## src/rtl/pipe_pkg.sv

```systemverilog
// Shared constants and the shared-resource operation for the multi-channel pipeline.
// Latency: n/a (types and functions only).
// Backpressure: n/a.
package pipe_pkg;

    localparam int DEF_NUM_CH = 2;
    localparam int DEF_WIDTH  = 32;
    localparam int MAX_WIDTH  = 64;

    function automatic int ptr_width(input int n);
        return (n > 1) ? $clog2(n) : 1;
    endfunction

    localparam int PTR_W = ptr_width(DEF_NUM_CH);

    // Operates at MAX_WIDTH; callers truncate, which keeps the result mod 2^WIDTH.
    function automatic logic [MAX_WIDTH-1:0] shared_op(input logic [MAX_WIDTH-1:0] x);
        return x + MAX_WIDTH'(1);
    endfunction

endpackage

```

## src/rtl/multi_channel_pipeline_rr_if.sv

```systemverilog
// Producer/consumer-facing bundle of the multi-channel pipeline, channels packed c*WIDTH.
// Latency: n/a (wiring only).
// Backpressure: stall travels slave -> master; no consumer backpressure.
interface multi_channel_pipeline_rr_if
    import pipe_pkg::*;
#(
    parameter int NUM_CH = DEF_NUM_CH,
    parameter int WIDTH  = DEF_WIDTH
);
    logic [NUM_CH*WIDTH-1:0] in_data;
    logic [NUM_CH-1:0]       in_valid;
    logic [NUM_CH-1:0]       flush;
    logic [NUM_CH*WIDTH-1:0] out_data;
    logic [NUM_CH-1:0]       out_valid;
    logic [NUM_CH-1:0]       stall;
    logic [NUM_CH-1:0]       grant;

    modport master (
        output in_data, in_valid, flush,
        input  out_data, out_valid, stall, grant
    );

    modport slave (
        input  in_data, in_valid, flush,
        output out_data, out_valid, stall, grant
    );
endinterface

```

## src/rtl/rr_arbiter.sv

```systemverilog
// Round-robin arbiter for the shared stage; scans from ptr, ptr moves past the winner.
// Latency: grant is combinational from req; pointer updates on the next edge.
// Backpressure: losers are simply not granted; the caller turns that into a stall.
module rr_arbiter
    import pipe_pkg::*;
#(
    parameter int NUM_CH = DEF_NUM_CH,
    parameter int PW     = PTR_W
) (
    input  logic              clk,
    input  logic              reset,
    input  logic [NUM_CH-1:0] req,
    output logic [NUM_CH-1:0] grant
);
    logic [PW-1:0] ptr;
    logic [PW-1:0] idx;
    logic [PW-1:0] gidx;
    logic          found;

    always_comb begin
        grant = '0;
        idx   = '0;
        gidx  = '0;
        found = 1'b0;
        for (int i = 0; i < NUM_CH; i++) begin
            idx = PW'((int'(ptr) + i) % NUM_CH);
            if (!found && req[idx]) begin
                found = 1'b1;
                gidx  = idx;
            end
        end
        if (found) begin
            grant[gidx] = 1'b1;
        end
    end

    always_ff @(posedge clk) begin
        if (reset) begin
            ptr <= '0;
        end else if (found) begin
            ptr <= PW'((int'(gidx) + 1) % NUM_CH);
        end
    end
endmodule

```

## src/rtl/multi_channel_pipeline_rr.sv

```systemverilog
// NUM_CH independent DEPTH-stage pipelines sharing one incrementer at SHARED_STAGE.
// Latency: DEPTH cycles uncontended, +1 per lost arbitration.
// Backpressure: a channel losing arbitration freezes entirely and raises stall to its producer.
module multi_channel_pipeline_rr
    import pipe_pkg::*;
#(
    parameter int NUM_CH       = DEF_NUM_CH,
    parameter int WIDTH        = DEF_WIDTH,
    parameter int DEPTH        = 4,
    parameter int SHARED_STAGE = 2
) (
    input logic                        clk,
    input logic                        reset,
    multi_channel_pipeline_rr_if.slave bus
);
    if (SHARED_STAGE < 1 || SHARED_STAGE > DEPTH - 1) begin : g_bad_stage
        $error("multi_channel_pipeline_rr: SHARED_STAGE must lie in 1..DEPTH-1");
    end
    if (NUM_CH < 1 || WIDTH < 1 || WIDTH > MAX_WIDTH) begin : g_bad_size
        $error("multi_channel_pipeline_rr: NUM_CH >= 1 and 1 <= WIDTH <= MAX_WIDTH required");
    end

    logic [NUM_CH-1:0]       req;
    logic [NUM_CH-1:0]       grant_w;
    logic [NUM_CH-1:0]       stall_w;
    logic [NUM_CH-1:0]       out_valid_w;
    logic [NUM_CH*WIDTH-1:0] out_data_w;

    rr_arbiter #(
        .NUM_CH (NUM_CH),
        .PW     (ptr_width(NUM_CH))
    ) u_arb (
        .clk   (clk),
        .reset (reset),
        .req   (req),
        .grant (grant_w)
    );

    for (genvar c = 0; c < NUM_CH; c++) begin : g_ch
        logic [DEPTH-1:0] vld;
        logic [WIDTH-1:0] dat [DEPTH];

        // A flushing channel withdraws its request so the slot can go elsewhere.
        assign req[c]         = vld[SHARED_STAGE-1] & ~bus.flush[c];
        assign stall_w[c]     = req[c] & ~grant_w[c];
        assign out_valid_w[c] = vld[DEPTH-1] & ~stall_w[c] & ~bus.flush[c];
        assign out_data_w[c*WIDTH +: WIDTH] = dat[DEPTH-1];

        always_ff @(posedge clk) begin
            if (reset) begin
                vld <= '0;
                for (int s = 0; s < DEPTH; s++) begin
                    dat[s] <= '0;
                end
            end else if (bus.flush[c]) begin
                vld <= '0;
            end else if (!stall_w[c]) begin
                vld    <= {vld[DEPTH-2:0], bus.in_valid[c]};
                dat[0] <= bus.in_data[c*WIDTH +: WIDTH];
                for (int s = 1; s < DEPTH; s++) begin
                    dat[s] <= (s == SHARED_STAGE) ? WIDTH'(shared_op(MAX_WIDTH'(dat[s-1])))
                                                  : dat[s-1];
                end
            end
        end
    end

    assign bus.grant     = grant_w;
    assign bus.stall     = stall_w;
    assign bus.out_valid = out_valid_w;
    assign bus.out_data  = out_data_w;
endmodule

```

## src/flat_wrapper.sv

```systemverilog
// flat-port wrapper written by rule: the top's interface ports become plain ports
module multi_channel_pipeline_rr_flat import pipe_pkg::*;
#(
    parameter int NUM_CH       = DEF_NUM_CH,
    parameter int WIDTH        = DEF_WIDTH,
    parameter int DEPTH        = 4,
    parameter int SHARED_STAGE = 2
)
  (clk, reset, bus_in_data, bus_in_valid, bus_flush, bus_out_data, bus_out_valid, bus_stall, bus_grant);
  multi_channel_pipeline_rr_if #(.NUM_CH(NUM_CH), .WIDTH(WIDTH)) bus_i ();
  input logic clk;
  input logic reset;
  input wire logic [$bits(bus_i.in_data)-1:0] bus_in_data;
  input wire logic [$bits(bus_i.in_valid)-1:0] bus_in_valid;
  input wire logic [$bits(bus_i.flush)-1:0] bus_flush;
  output wire logic [$bits(bus_i.out_data)-1:0] bus_out_data;
  output wire logic [$bits(bus_i.out_valid)-1:0] bus_out_valid;
  output wire logic [$bits(bus_i.stall)-1:0] bus_stall;
  output wire logic [$bits(bus_i.grant)-1:0] bus_grant;
  assign bus_i.in_data = bus_in_data;
  assign bus_i.in_valid = bus_in_valid;
  assign bus_i.flush = bus_flush;
  assign bus_out_data = bus_i.out_data;
  assign bus_out_valid = bus_i.out_valid;
  assign bus_stall = bus_i.stall;
  assign bus_grant = bus_i.grant;
  multi_channel_pipeline_rr #(.NUM_CH(NUM_CH), .WIDTH(WIDTH), .DEPTH(DEPTH), .SHARED_STAGE(SHARED_STAGE)) u_core (.clk(clk), .reset(reset), .bus(bus_i));
endmodule
```

## config.mk

```make
export PLATFORM = sky130hd
export DESIGN_NAME = multi_channel_pipeline_rr_flat
export DESIGN_NICKNAME = d
export VERILOG_FILES = /design/src/rtl/pipe_pkg.sv /design/src/rtl/multi_channel_pipeline_rr_if.sv /design/src/rtl/rr_arbiter.sv /design/src/rtl/multi_channel_pipeline_rr.sv /design/src/flat_wrapper.sv
export SDC_FILE = /design/constraint.sdc
export NUM_CORES = 1
export LEC_CHECK = 0
export CORE_ASPECT_RATIO = 1.5
export CORE_UTILIZATION = 33
export CTS_BUF_LIST = sky130_fd_sc_hd__clkbuf_16
export DETAILED_ROUTE_END_ITERATION = 12
export PLACE_DENSITY = 0.66
export SLEW_MARGIN = 15
export SYNTH_ARGS = -nofsm -noshare
export SYNTH_HDL_FRONTEND = slang
export SYNTH_HIERARCHICAL = 1
export SYNTH_SLANG_ARGS = --single-unit
```

## constraint.sdc

```tcl
create_clock -name clk -period 8.02 [get_ports clk]
set_clock_uncertainty 0.05 [all_clocks]
set_input_delay 1.203 -clock clk [delete_from_list [all_inputs] [get_ports clk]]
set_output_delay 1.203 -clock clk [all_outputs]
set_load 0.01 [all_outputs]
```

==> out/summary.txt <==
OUTCOME
--------------------------------------------------------------------------------
Outcome                                                             finished clean

SYNTH
--------------------------------------------------------------------------------
Warnings, synthesis                                                            6
Number of flops mapped to enable cells by yosys                              256
Async SR Flop Fraction                                                        0%
Mapped Nets                                                                  867
Area share of the largest cell type after synthesis                       69.27%
Ranking of synthesized cells by instance count                      edfxtp_1, and2_1, nor2_1
Synth area leaders                                                  edfxtp_1, and2_1, xor2_1
Top flip-flop cell by instance count after synthesis                    edfxtp_1
Number of register bits inferred by synthesis                                265
Post-synthesis cell area                                            0.01110 sq mm
Number of instances in the synthesized netlist                               795
Cell variety after synth                                                      39
Syn Area/Cell                                                        13.96 sq um
Part of the Yosys area used for sequential elements                       70.89%
Most frequently used cell type in the post-synthesis netlist            edfxtp_1
Post-synthesis cell type with the largest combined area                 edfxtp_1

PLACE
--------------------------------------------------------------------------------
Port Buffers                                                                 139
HPWL after DPL                                                          12.28 mm
Last weighted congestion value of the routability-driven placer           0.8005
Standard cell area after detailed placement                         0.01275 sq mm

TIMING
--------------------------------------------------------------------------------
Clock period minus worst slack                                          5.394 ns
Setup TNS after final layout                                                0 ns
Max Transition Viols Final                                                     0
Count of endpoints failing hold in the final timing report                     0
Max_slew headroom                                                         33.22%
Unrepaired setup endpoints after global routing                            false
# setup viols final                                                            0
Worst-margin pin slew                                                  0.9928 ns
Final Cycle Share                                                         67.25%
Maximum frequency from static timing analysis                          185.4 MHz

FLOORPLANNING
--------------------------------------------------------------------------------
Number of rows created at floorplan                                           81
Die boundary width                                                      151.7 um
Placeable core region                                               0.03284 sq mm
Die Y                                                                   226.6 um
Number of I/O pins                                                           140
Total Die Area                                                      0.03438 sq mm
Starting utilization of the core area                                     33.80%

WORST SETUP PATH
--------------------------------------------------------------------------------
CP max FO                                                                      6
Critical path type                                                  input pin to primary output
Kind of launch point of the worst setup path                           input pin
Worst EP arrival                                                         4.14 ns
Endpoint kind of the worst setup timing path                        primary output
Worst path required time                                                 6.77 ns
Launch point of the worst reg-to-reg path                           u_core/g_ch[0].vld[1]$_SDFFE_PP0N_
Worst Setup SP                                                      bus_flush[0]

DETAILED ROUTING
--------------------------------------------------------------------------------
Met2 WL post-DR                                                         10.35 mm
DRC violation count after routing                                              0
Routed wire length on met3                                                863 um
Starting DRC count in detailed routing                                       290
Number of routed nets with antenna violations                                  0
Pre-antenna DRT Iters                                                          4
Routed via count                                                            5999
Routed wire length                                                      18.43 mm
Top sig layer                                                               met4
DR vias/cell                                                               4.464
Routed length on met1                                                   6.505 mm
Routed wire length per instance                                         13.71 um

CLOCK TREE
--------------------------------------------------------------------------------
Number of levels in the clock H-tree                                           1
Number of clock buffers inserted by TritonCTS                                 27
Post-CTS setup buffer count                                                    0
CTS clk-pin slew, worst paths                                            0.06 ns
Clock tree from TritonCTS                                                  built
Worst-Skew Late Latency                                                  0.53 ns
Number of gates resized after CTS                                              0
Clock sink count                                                             265
Clock tree root driver cell                                            clkbuf_16
Count of hold buffers inserted by post-cts repair                              0
Maximum count of clock buffers along a single path                             3

FINISH
--------------------------------------------------------------------------------
NumNets Final                                                                981
Number of diodes added for antenna fixing                                      0
Fraction of layout cells with a size suffix above 1                       6.781%
Fill cell instance count of the final layout                                3046
Area occupied by multi-input gates                                  0.002887 sq mm
Fraction of the core area covered by cells at the end of the flow         41.54%
Area used by sequential logic in the layout                         0.007868 sq mm
Total non-filler cell area in the finished layout                   0.01364 sq mm
Area Overhead vs Synth                                                    22.90%

GLOBAL ROUTE
--------------------------------------------------------------------------------
Initial antenna violation count                                                1
First-pass GRT wire length                                              29.39 mm
Overall fraction of global-route tracks in use                            10.98%
Largest net degree at the start of global routing                             98
Total global routing overflow                                                  0
Via count of the first global-routing pass                                  6125

HOLD PATH
--------------------------------------------------------------------------------
Hold Crit Start                                                     u_core/g_ch[1].vld[0]$_SDFFE_PP0N_
Type of the tightest min-delay check                                register to register

POWER AND IR DROP
--------------------------------------------------------------------------------
Total power density per cell area                                   225.4 mW/mm^2
Pleak                                                                   4.981 nW
PnR Total Power                                                         3.074 mW
IR Drop Worst-Case VDD                                                  134.2 uV

FLOW RUN
--------------------------------------------------------------------------------
Count of max-cap constraint violations                                         0

kinds of logic (layout without fill, tap and decap cells):
family | after synthesis | count (layout) | synth area share, %
mux | 4 | 4 | 0.3608
buf+inv | 70 | 204 | 3.461
fa+ha+maj | 2 | 2 | 0.2254
simple gates | 379 | 379 | 19.58
xor+xnor | 56 | 56 | 4.419
compound gates | 19 | 19 | 1.060
flops | 265 | 265 | 70.89
where the power goes:
group | internal (mW) | total (mW) | switching (mW)
Combinational | 0.0958 | 0.181 | 0.0847
Clock | 0.740 | 1.24 | 0.502
Sequential | 1.61 | 1.65 | 0.0375
Total | 2.45 | 3.07 | 0.624
area by class of cell:
cell class / count / area share (%)
multi-input combinational: 460 / 21.16
clock inverter: 22 / 1.532
inverter: 8 / 0.2202
timing repair buffer: 147 / 10.64
tap: 415 / 3.807
clock buffer: 27 / 4.954
sequential: 265 / 57.68
registers in the layout, indices dropped and copies added (netlist names):
register and cells:
u_core/g_ch.dat 256, u_core/g_ch.vld 8, u_core/u_arb/ptr 1
critical path: stages:
cell and delay (ns):
clkdlybuf4s50_1 0.53, nand2b_1 0.29, inv_1 0.12, a21boi_0 0.80, nor2_1 0.36, nor3b_1 0.26, clkdlybuf4s50_1 0.57
through the flow:
step           worst slack (ns)  hold WS, ns  cells
3_5_place_dp              2.693       0.4189   1295
3_3_place_gp              2.855       0.4035   1295
4_1_cts                   2.678       0.4319   1344
6_report                  2.626       0.4374   1344
2_1_floorplan             1.853       0.3905    795
5_1_grt                   2.358       0.4527   1344
worst paths after layout:
check / endpoint / slack [ns] / cells past startpoint
max: bus_out_valid[0] / 2.63 / 7
min: u_core/g_ch[1].vld[1]$_SDFFE_PP0N_ / 0.44 / 1
max reg2reg: u_core/g_ch[0].dat[0][7]$_SDFFCE_PN0P_ / 4.89 / 6
min reg2reg: u_core/g_ch[1].vld[1]$_SDFFE_PP0N_ / 0.44 / 1
layout by cell type (no fill, tap or decap), types with 3 or more instances in the layout:
cell type | Yosys | layout
a21oi_1 | 4 | 4
and2_1 | 194 | 194
and3_1 | 13 | 13
and4_1 | 3 | 3
buf_4 | 32 | 8
bufinv_16 | 0 | 4
clkbuf_16 | 0 | 27
clkdlybuf4s50_1 | 0 | 139
clkinv_1 | 0 | 4
clkinv_2 | 0 | 4
dfxtp_1 | 9 | 9
edfxtp_1 | 256 | 256
inv_1 | 8 | 15
mux2i_1 | 4 | 4
nand2_1 | 18 | 18
nand3_1 | 22 | 22
nand4_1 | 24 | 24
nor2_1 | 73 | 73
nor3_1 | 9 | 9
nor4_1 | 3 | 3
o21ai_0 | 6 | 4
or3_1 | 3 | 3
xnor2_1 | 13 | 13
xor2_1 | 43 | 43
routing by layer:
| metal | vias up | track usage [%] |
|---|---|---|
| li1 | 2980 | - |
| met1 | 2828 | 10.88 |
| met2 | 148 | 21.50 |
| met3 | 43 | 1.851 |
| met4 | 0 | 5.142 |
| met5 | - | 0 |
Power figures use the tool's default switching activity.
